<file path="src/rtl/regfile_pkg.sv">
// rtl/regfile_pkg.sv - shared register file widths and the queued write record
package regfile_pkg;

  localparam int ADDR_WIDTH = 3;
  localparam int DATA_WIDTH = 8;
  localparam int NUM_REGS   = 2 ** ADDR_WIDTH;

  typedef struct packed {
    logic [ADDR_WIDTH-1:0] addr;
    logic [DATA_WIDTH-1:0] data;
  } wr_req_t;

endpackage

</file>
<file path="src/rtl/write_queue.sv">
// rtl/write_queue.sv - per-requester FIFO of pending register writes
module write_queue
  import regfile_pkg::*;
#(
  parameter int DEPTH = 2
) (
  input  logic                              clock,
  input  logic                              resetN,
  input  logic                              pushValid,
  output logic                              pushReady,
  input  wr_req_t                           pushReq,
  input  logic                              popEn,
  output logic                              headValid,
  output wr_req_t                           headReq,
  output logic [DEPTH-1:0]                  entryValid,
  output logic [DEPTH-1:0][ADDR_WIDTH-1:0]  entryAddr
);

  localparam int PTR_W = (DEPTH > 1) ? $clog2(DEPTH) : 1;
  localparam int CNT_W = $clog2(DEPTH + 1);

  wr_req_t          mem [DEPTH];
  logic [PTR_W-1:0] headPtr;
  logic [PTR_W-1:0] tailPtr;
  logic [CNT_W-1:0] count;
  logic             push;
  logic             pop;

  function automatic logic [PTR_W-1:0] nextPtr(input logic [PTR_W-1:0] p);
    return (int'(p) == DEPTH - 1) ? '0 : p + 1'b1;
  endfunction

  // Ready comes only from the registered count, so a full queue never passes through.
  assign pushReady = resetN && (count != CNT_W'(DEPTH));
  assign headValid = (count != '0);
  assign headReq   = mem[headPtr];
  assign push      = pushValid && pushReady;
  assign pop       = popEn && headValid;

  always_ff @(posedge clock or negedge resetN) begin
    if (!resetN) begin
      headPtr <= '0;
      tailPtr <= '0;
      count   <= '0;
    end else begin
      if (push) tailPtr <= nextPtr(tailPtr);
      if (pop)  headPtr <= nextPtr(headPtr);
      if (push && !pop)      count <= count + 1'b1;
      else if (pop && !push) count <= count - 1'b1;
    end
  end

  always_ff @(posedge clock) begin
    if (push) mem[tailPtr] <= pushReq;
  end

  // Slot i is live when its distance from the head is below the occupancy.
  always_comb begin
    for (int i = 0; i < DEPTH; i++) begin
      entryValid[i] = ((i - int'(headPtr) + DEPTH) % DEPTH) < int'(count);
      entryAddr[i]  = mem[i].addr;
    end
  end

endmodule

</file>
<file path="src/rtl/regfile_write_arbiter.sv">
// rtl/regfile_write_arbiter.sv - round-robin sharing of the register file write port
module regfile_write_arbiter
  import regfile_pkg::*;
#(
  parameter int NUM_REQ     = 2,
  parameter int ADDR_WIDTH  = regfile_pkg::ADDR_WIDTH,
  parameter int DATA_WIDTH  = regfile_pkg::DATA_WIDTH,
  parameter int QUEUE_DEPTH = 2
) (
  input  logic                          clock,
  input  logic                          resetN,
  input  logic [NUM_REQ-1:0]            reqValid,
  output logic [NUM_REQ-1:0]            reqReady,
  input  logic [NUM_REQ*ADDR_WIDTH-1:0] reqAddr,
  input  logic [NUM_REQ*DATA_WIDTH-1:0] reqData,
  output logic                          regWrite,
  output logic [ADDR_WIDTH-1:0]         writeRegister,
  output logic [DATA_WIDTH-1:0]         writeData,
  output logic [2**ADDR_WIDTH-1:0]      pendingMask,
  output logic                          idle
);

  localparam int RR_W = (NUM_REQ > 1) ? $clog2(NUM_REQ) : 1;

  logic [NUM_REQ-1:0]                        headValid;
  logic [NUM_REQ-1:0]                        popEn;
  wr_req_t                                   pushReq   [NUM_REQ];
  wr_req_t                                   headReq   [NUM_REQ];
  logic [QUEUE_DEPTH-1:0]                    entryValid[NUM_REQ];
  logic [QUEUE_DEPTH-1:0][ADDR_WIDTH-1:0]    entryAddr [NUM_REQ];
  logic [RR_W-1:0]                           rrPtr;
  logic [RR_W-1:0]                           winner;
  logic [RR_W-1:0]                           scanIdx;
  logic                                      grantValid;

  for (genvar i = 0; i < NUM_REQ; i++) begin : gQueue
    assign pushReq[i] = {reqAddr[i*ADDR_WIDTH +: ADDR_WIDTH], reqData[i*DATA_WIDTH +: DATA_WIDTH]};

    write_queue #(.DEPTH(QUEUE_DEPTH)) uQueue (
      .clock      (clock),
      .resetN     (resetN),
      .pushValid  (reqValid[i]),
      .pushReady  (reqReady[i]),
      .pushReq    (pushReq[i]),
      .popEn      (popEn[i]),
      .headValid  (headValid[i]),
      .headReq    (headReq[i]),
      .entryValid (entryValid[i]),
      .entryAddr  (entryAddr[i])
    );
  end

  // First non-empty head at or after rrPtr, wrapping, wins.
  always_comb begin
    grantValid = 1'b0;
    winner     = '0;
    scanIdx    = '0;
    popEn      = '0;
    for (int k = 0; k < NUM_REQ; k++) begin
      scanIdx = RR_W'((int'(rrPtr) + k) % NUM_REQ);
      if (!grantValid && headValid[scanIdx]) begin
        grantValid = 1'b1;
        winner     = scanIdx;
      end
    end
    if (grantValid) popEn[winner] = 1'b1;
  end

  always_ff @(posedge clock or negedge resetN) begin
    if (!resetN) begin
      rrPtr         <= '0;
      regWrite      <= 1'b0;
      writeRegister <= '0;
      writeData     <= '0;
    end else if (grantValid) begin
      regWrite      <= 1'b1;
      writeRegister <= headReq[winner].addr;
      writeData     <= headReq[winner].data;
      rrPtr         <= (int'(winner) == NUM_REQ - 1) ? '0 : winner + 1'b1;
    end else begin
      regWrite <= 1'b0;
    end
  end

  always_comb begin
    pendingMask = '0;
    for (int i = 0; i < NUM_REQ; i++) begin
      for (int j = 0; j < QUEUE_DEPTH; j++) begin
        if (entryValid[i][j]) pendingMask[entryAddr[i][j]] = 1'b1;
      end
    end
    if (regWrite) pendingMask[writeRegister] = 1'b1;
  end

  assign idle = !(|headValid) && !regWrite;

endmodule
</file>
<file path="config.mk">
export PLATFORM = sky130hd
export DESIGN_NAME = regfile_write_arbiter
export DESIGN_NICKNAME = d
export VERILOG_FILES = /design/src/rtl/regfile_pkg.sv /design/src/rtl/write_queue.sv /design/src/rtl/regfile_write_arbiter.sv
export SDC_FILE = /design/constraint.sdc
export NUM_CORES = 1
export LEC_CHECK = 0
export BUFFER_PORTS_ARGS = -buffer_cell sky130_fd_sc_hd__buf_2
export CAP_MARGIN = 20
export CORE_ASPECT_RATIO = 1.75
export CORE_MARGIN = 2
export CORE_UTILIZATION = 58
export DETAILED_ROUTE_END_ITERATION = 16
export PLACE_DENSITY = 0.81
export SETUP_SLACK_MARGIN = 0.15
export SYNTH_ARGS = -nofsm -noshare
export SYNTH_HDL_FRONTEND = slang
export SYNTH_SLANG_ARGS = --single-unit
</file>
<file path="constraint.sdc">
create_clock -name clock -period 3.34 [get_ports clock]
set_input_delay 0.167 -clock clock [delete_from_list [all_inputs] [get_ports clock]]
set_output_delay 0.167 -clock clock [all_outputs]
set_load 0.005 [all_outputs]
</file>
# Word-level counts from Yosys, hierarchy flattened
# Memories as Yosys holds them, arrays and structs flattened.
# Cells that the tools add are included.
[op_classes]
n_addsub = 18
order_cmp = 19
eq_ne = 2
n_mux = 43
n_bitwise = 9
n_reduce_logical = 30
[ops]
columns = ["cell", "n"]
rows = [
  ["32-bit by 3-bit adder with 32-bit output, second input constant", 4],
  ["8-bit two-way mux", 5],
  ["11-bit two-way mux", 3],
  ["8-bit OR", 4],
  ["1-bit two-way mux", 24],
  ["3-bit by 4-bit less-than comparator with 1-bit output, second input constant", 5],
  ["1-bit logical AND", 18],
  ["1-bit demux with 3-bit select", 5],
  ["3-bit by 1-bit >= comparator with 1-bit output, second input constant", 5],
  ["2-bit by 3-bit less-than comparator with 1-bit output", 4],
  ["2-bit two-way mux", 5],
  ["2-bit nonzero test", 4],
  ["1-bit by 1-bit subtractor with 2-bit output, first input constant", 4],
  ["1-bit zero test", 7],
  ["1-bit adder, second input constant", 6],
  ["1-bit by 2-bit less-than comparator with 1-bit output, second input constant", 3],
  ["2-bit by 1-bit adder with 2-bit output, second input constant", 2],
  ["1-bit AND", 4],
  ["2-bit inequality test, second input constant", 2],
  ["2-bit by 1-bit subtractor with 2-bit output, second input constant", 2],
  ["2-bit >= comparator, second input constant", 1],
  ["1-bit NOT with 2-bit output", 1],
  ["2-bit OR reduction", 1],
  ["1-bit demux with 1-bit select", 1],
  ["1-bit >= comparator, second input constant", 1],
]
[totals]
register_bits = 21
ramBits = 44
inputBits = 26
memories = 2
[mem_list]
columns = ["name", "words", "width", "rd", "rd_clocked_by_memory_dff", "write_ports", "line", "source"]
rows = [
  ["gQueue[0].uQueue.mem", 2, 11, 3, 0, 1, "write_queue.sv:22", "wr_req_t mem [DEPTH];"],
  ["gQueue[1].uQueue.mem", 2, 11, 3, 0, 1, "write_queue.sv:22", ""],
]

# Logic depth before layout (Yosys ltp)
[depth]
word_depth = 16
depth_mapped = 9

# Modules after synthesis
# A second synthesis with hierarchy kept.
[unflattened]
hier_cells = 253
hier_area_um2 = 3281.9
[by_module_without_submodules]
columns = ["mod", "n_inst", "cells_per_inst", "area_each_um2", "seq_area_each_um2"]
rows = [
  ["write_queue", 2, 61, 1077.3, 760.7],
  ["regfile_write_arbiter", 1, 131, 1127.3, 325.3],
]

# Worst setup path before layout
# Ideal clock, no wire load.
[synth_timing]
kind = "flip-flop to flip-flop"
startpoint = "reg gQueue[0].uQueue.count[1]"
endpoint = "mem gQueue[0].uQueue.mem[0][0] (netlist bit), enable pin"
setup_time_ns = 0.378
arrival_ns = 1.399
required_time_ns = 2.962
path_slack_ns = 1.562
stages_incl_launch_ff = 5
period_less_slack_ns = 1.778
cell_sequence = "dfrtp_1 > buf_4 > a21boi_0 > nand2_1 > nor2_1"
[synth_between]
elab_chain_cells = 5
[synth_lines]
columns = ["element", "line", "source"]
rows = [
  ["start: declaration", "write_queue.sv:25", "logic [CNT_W-1:0] count;"],
  ["start signal: assignment", "write_queue.sv:48", "if (push && !pop) count <= count + 1'b1;"],
  ["start signal: assignment", "write_queue.sv:49", "else if (pop && !push) count <= count - 1'b1;"],
  ["2-bit inequality test", "write_queue.sv:34", "assign pushReady = resetN && (count != CNT_W'(DEPTH));"],
  ["1-bit logical AND", "write_queue.sv:34", ""],
  ["named net gQueue[0].uQueue.pushReady", "write_queue.sv:10", "output logic pushReady,"],
  ["1-bit logical AND", "write_queue.sv:37", "assign push = pushValid && pushReady;"],
  ["1-bit two-way mux", "write_queue.sv:54", "if (push) mem[tailPtr] <= pushReq;"],
  ["1-bit two-way mux (implied by the code)", "write_queue.sv:54", ""],
  ["end: declaration", "write_queue.sv:22", ""],
]
# The timed path passes the listed nets, and every way through them passes these cells.

# Worst setup path after layout
[layout_timing]
startpoint = "in resetN"
endpoint = "mem gQueue[0].uQueue.mem[0][5] (netlist bit), enable pin"
[layout_between]
elab_chain_cells = 4
[layout_lines]
columns = ["element", "line", "source"]
rows = [
  ["start: declaration", "regfile_write_arbiter.sv:11", "input logic resetN,"],
  ["1-bit logical AND", "write_queue.sv:34", ""],
  ["1-bit logical AND", "write_queue.sv:37", ""],
  ["1-bit two-way mux", "write_queue.sv:54", ""],
  ["1-bit two-way mux (implied by the code)", "write_queue.sv:54", ""],
]
# No other way between the ends.

==> results.yml <==
placed_design:
  dp.final_hpwl_mm: 4.64
  pre_cts_ws_ns: 1.14
  gp_congestion: 0.857
  portBuffers: 48
  dpl_cell_area_mm2: 0.00334
clocking:
  clkSlewWorstSetupHoldPaths_ns: 0.07
  cts_buffer_depth: 2
  cts_tree: "yes"
  clk_latency_ns: 0.34
  cts_max_level: 3
  cts.sinks: 65
  cts_setup_buffers: 0
  cts-root-buf: "clkbuf_8"
  cts-buffers-inserted: 9
sta:
  final_max_slew_viol_count: 0
  setup_tns_ns: 0
  finalClockSkew_ns: 0.00846
  worstMarginPinSlew_ns: 0.911
  setup_viol: 0
  rsz0062_at_grt: "no"
  setup_slack_ns: 1.00
  fmax_mhz: 428
  min_period_over_period: 0.700
  finalHoldViolCount: 0
  period_needed_ns: 2.34
  slew_headroom: 0.391
routing:
  finalWirelength_mm: 6.37
  dr_total_vias: 2181
  detail-route-antenna-nets: 0
  wl_per_cell_um: 17.5
  viasPerCell: 5.98
  drtIter0Drc: 190
  first_pass_iters: 4
  drc: 0
worst_setup_path:
  arrival_ns: 2.30
  startpoint_type: "input pin"
  reg2reg_to: "gQueue[0].uQueue.mem[0][5]"
  r2r-start: "gQueue[0].uQueue.count[0]"
  worst-path-max-fanout: 23
  crit_end: "gQueue[0].uQueue.mem[0][5]"
  r2r_cells: 4
  critical_path_class: "in -> reg"
  critPathCaptureType: "flop"
  required_ns: 3.31
  reg2reg_slack_ns: 1.19
  startpoint: "resetN"
power_and_ir_drop:
  irDropWorstVdd_mv: 0.540
  power.density_mw_per_mm2: 911
  p_leak_nw: 1.43
  p_total_mw: 3.24
global_routing:
  grt_first_pass_wirelength_mm: 9.87
  grt_max_degree: 24
  antenna_found_initial: 0
  track_usage: 0.231
  grt_pass1_vias: 2099
  overflow: 0
min_path:
  holdCritPathClass: "in -> reg"
synthesis:
  syn-num-nets: 288
  syn_area_per_cell_um2: 12.2
  ys_warn_count: 0
  ys_types: 51
  ys_seq_elements: 65
  synthCells: 260
  seq_area_frac_synth: 0.582
  syn_area_mm2: 0.00318
finish:
  antenna_cells: 0
  layout-drive-gt1-share: 0.284
  area_growth_pct: 12.2
  multi_input_area_mm2: 0.00115
  post-route-util: 0.678
  n_fill_cell: 419
  seq_area_mm2: 0.00185
  postLayoutCellArea_mm2: 0.00356
  layout.nets: 333
floorplanning:
  dieArea_mm2: 0.00611
  die-height_um: 102
  die-width_um: 59.9
  ioPinCount: 49
  core-area_mm2: 0.00526
  start_util: 0.604
  rows: 35
status:
  status: "complete, no violations"
flow_run:
  drv_cap: 0
-- critical path, cell delays in order --
cell and delay [ns]:
dlygate4sd3_1 0.53, buf_2 0.42, a21boi_0 0.34, nand2_1 0.15
nor2_1 0.70
-- worst min-delay path by stage --
stage	depth (start not counted)	startpoint	slack [ns]	end
after global routing	1	reqData[10]	0.004	gQueue[1].uQueue.mem[0][2]
after detailed placement	1	resetN	0.16	gQueue[0].uQueue.count[1]
after floorplan	0	resetN	-0.13	gQueue[0].uQueue.count[0]
after global placement	1	resetN	0.15	gQueue[0].uQueue.tailPtr
after CTS	1	reqData[13]	0.003	gQueue[1].uQueue.mem[1][5]
final	1	reqAddr[4]	0.01	gQueue[1].uQueue.mem[1][9]
-- cells by family (layout without fill, tap and decap cells) --
| logic type | Yosys count | after routing | synth area share |
|---|---|---|---|
| flip-flops | 65 | 65 | 0.582 |
| XOR/XNOR | 10 | 10 | 0.0276 |
| adder cells (fa/ha/maj) | 2 | 2 | 0.00788 |
| multiplexers | 15 | 15 | 0.0489 |
| AND/OR/NAND/NOR | 100 | 100 | 0.182 |
| AO/OA/AOI/OAI | 43 | 43 | 0.0950 |
| buffers and inverters | 25 | 75 | 0.0571 |
-- cell usage after synthesis (all sizes together) --
library cell | instances | share of area
a211oi | 6 | 0.019
a21boi | 3 | 0.0071
a21o | 3 | 0.0075
a21oi | 5 | 0.0079
a22oi | 2 | 0.0047
a31oi | 12 | 0.024
and2b | 1 | 0.0024
and3 | 9 | 0.020
buf | 14 | 0.041
clkbuf | 4 | 0.0083
dfrtp | 21 | 0.17
edfxtp | 44 | 0.42
ha | 2 | 0.0079
inv | 7 | 0.0083
mux2 | 4 | 0.014
mux2i | 11 | 0.035
nand2 | 16 | 0.019
nand2b | 1 | 0.0020
nand3 | 8 | 0.014
nand3b | 4 | 0.0095
nand4 | 9 | 0.018
nand4b | 4 | 0.011
nor2 | 25 | 0.035
nor2b | 8 | 0.018
nor3 | 8 | 0.017
nor3b | 1 | 0.0024
nor4 | 1 | 0.0020
nor4b | 2 | 0.0055
o21ai | 6 | 0.013
o22ai | 5 | 0.0099
o31ai | 1 | 0.0024
or2 | 3 | 0.0067
xnor2 | 7 | 0.019
xor2 | 3 | 0.0083
-- flip-flops by register name, indices dropped and copies added (netlist names) --
name                   cells
rrPtr                      1
writeData                  8
gQueue.uQueue.tailPtr      2
regWrite                   1
gQueue.uQueue.mem         44
writeRegister              3
gQueue.uQueue.count        4
gQueue.uQueue.headPtr      2
-- what timing repair did --
action,CTS,global route
hold buffers,2,1
gates resized for setup,0,0
hold endpoints to repair,23,2
-- where the power goes --
group	total (mW)	internal, mW	switching, mW
clock	0.641	0.342	0.298
combinational	1.27	0.592	0.679
sequential	1.33	1.08	0.252
-- layout make-up --
cell class	count	share of cell area
Clock buffer	9	0.0348
Clock inverter	7	0.0200
Inverter	7	0.00738
Multi-Input combinational cell	170	0.322
Sequential cell	65	0.518
Tap cell	55	0.0193
Timing Repair Buffer	52	0.0780
-- metal layers --
metal / vias up / part of all wire / GRT usage
met3: 27 / 0.035 / 0.0506
met1: 1025 / 0.35 / 0.231
met4: 0 / 0.050 / 0.159
met2: 76 / 0.56 / 0.407
met5: - / 0 / 0
li1: 1053 / - / -
-- layout by cell type, fill, tap and decap left out, types with 2 or more instances in the layout --
cell type,count
a211oi_1,3
a211oi_2,3
a21boi_0,2
a21o_1,2
a21oi_1,5
a22oi_1,2
a31oi_1,12
and3_1,4
and3_2,5
buf_2,48
clkbuf_8,9
clkinv_2,2
clkinvlp_4,3
dfrtp_1,21
dlygate4sd3_1,3
edfxtp_1,44
ha_1,2
inv_1,5
inv_2,2
mux2_2,4
mux2i_1,11
nand2_1,16
nand3_1,7
nand3b_1,4
nand4_1,9
nand4b_1,4
nor2_1,24
nor2b_1,7
nor3_1,5
nor3_2,3
nor4b_1,2
o21ai_0,4
o22ai_1,5
or2_1,2
xnor2_1,7
xor2_1,3
-- stage by stage --
stage,instances,hold slack (ns)
2_1_floorplan,260,-0.129
3_3_place_gp,346,0.147
3_5_place_dp,346,0.159
4_1_cts,364,0.00293
5_1_grt,365,0.00385
6_report,365,0.0101
No activity file was read; power rests on OpenSTA's default activity.
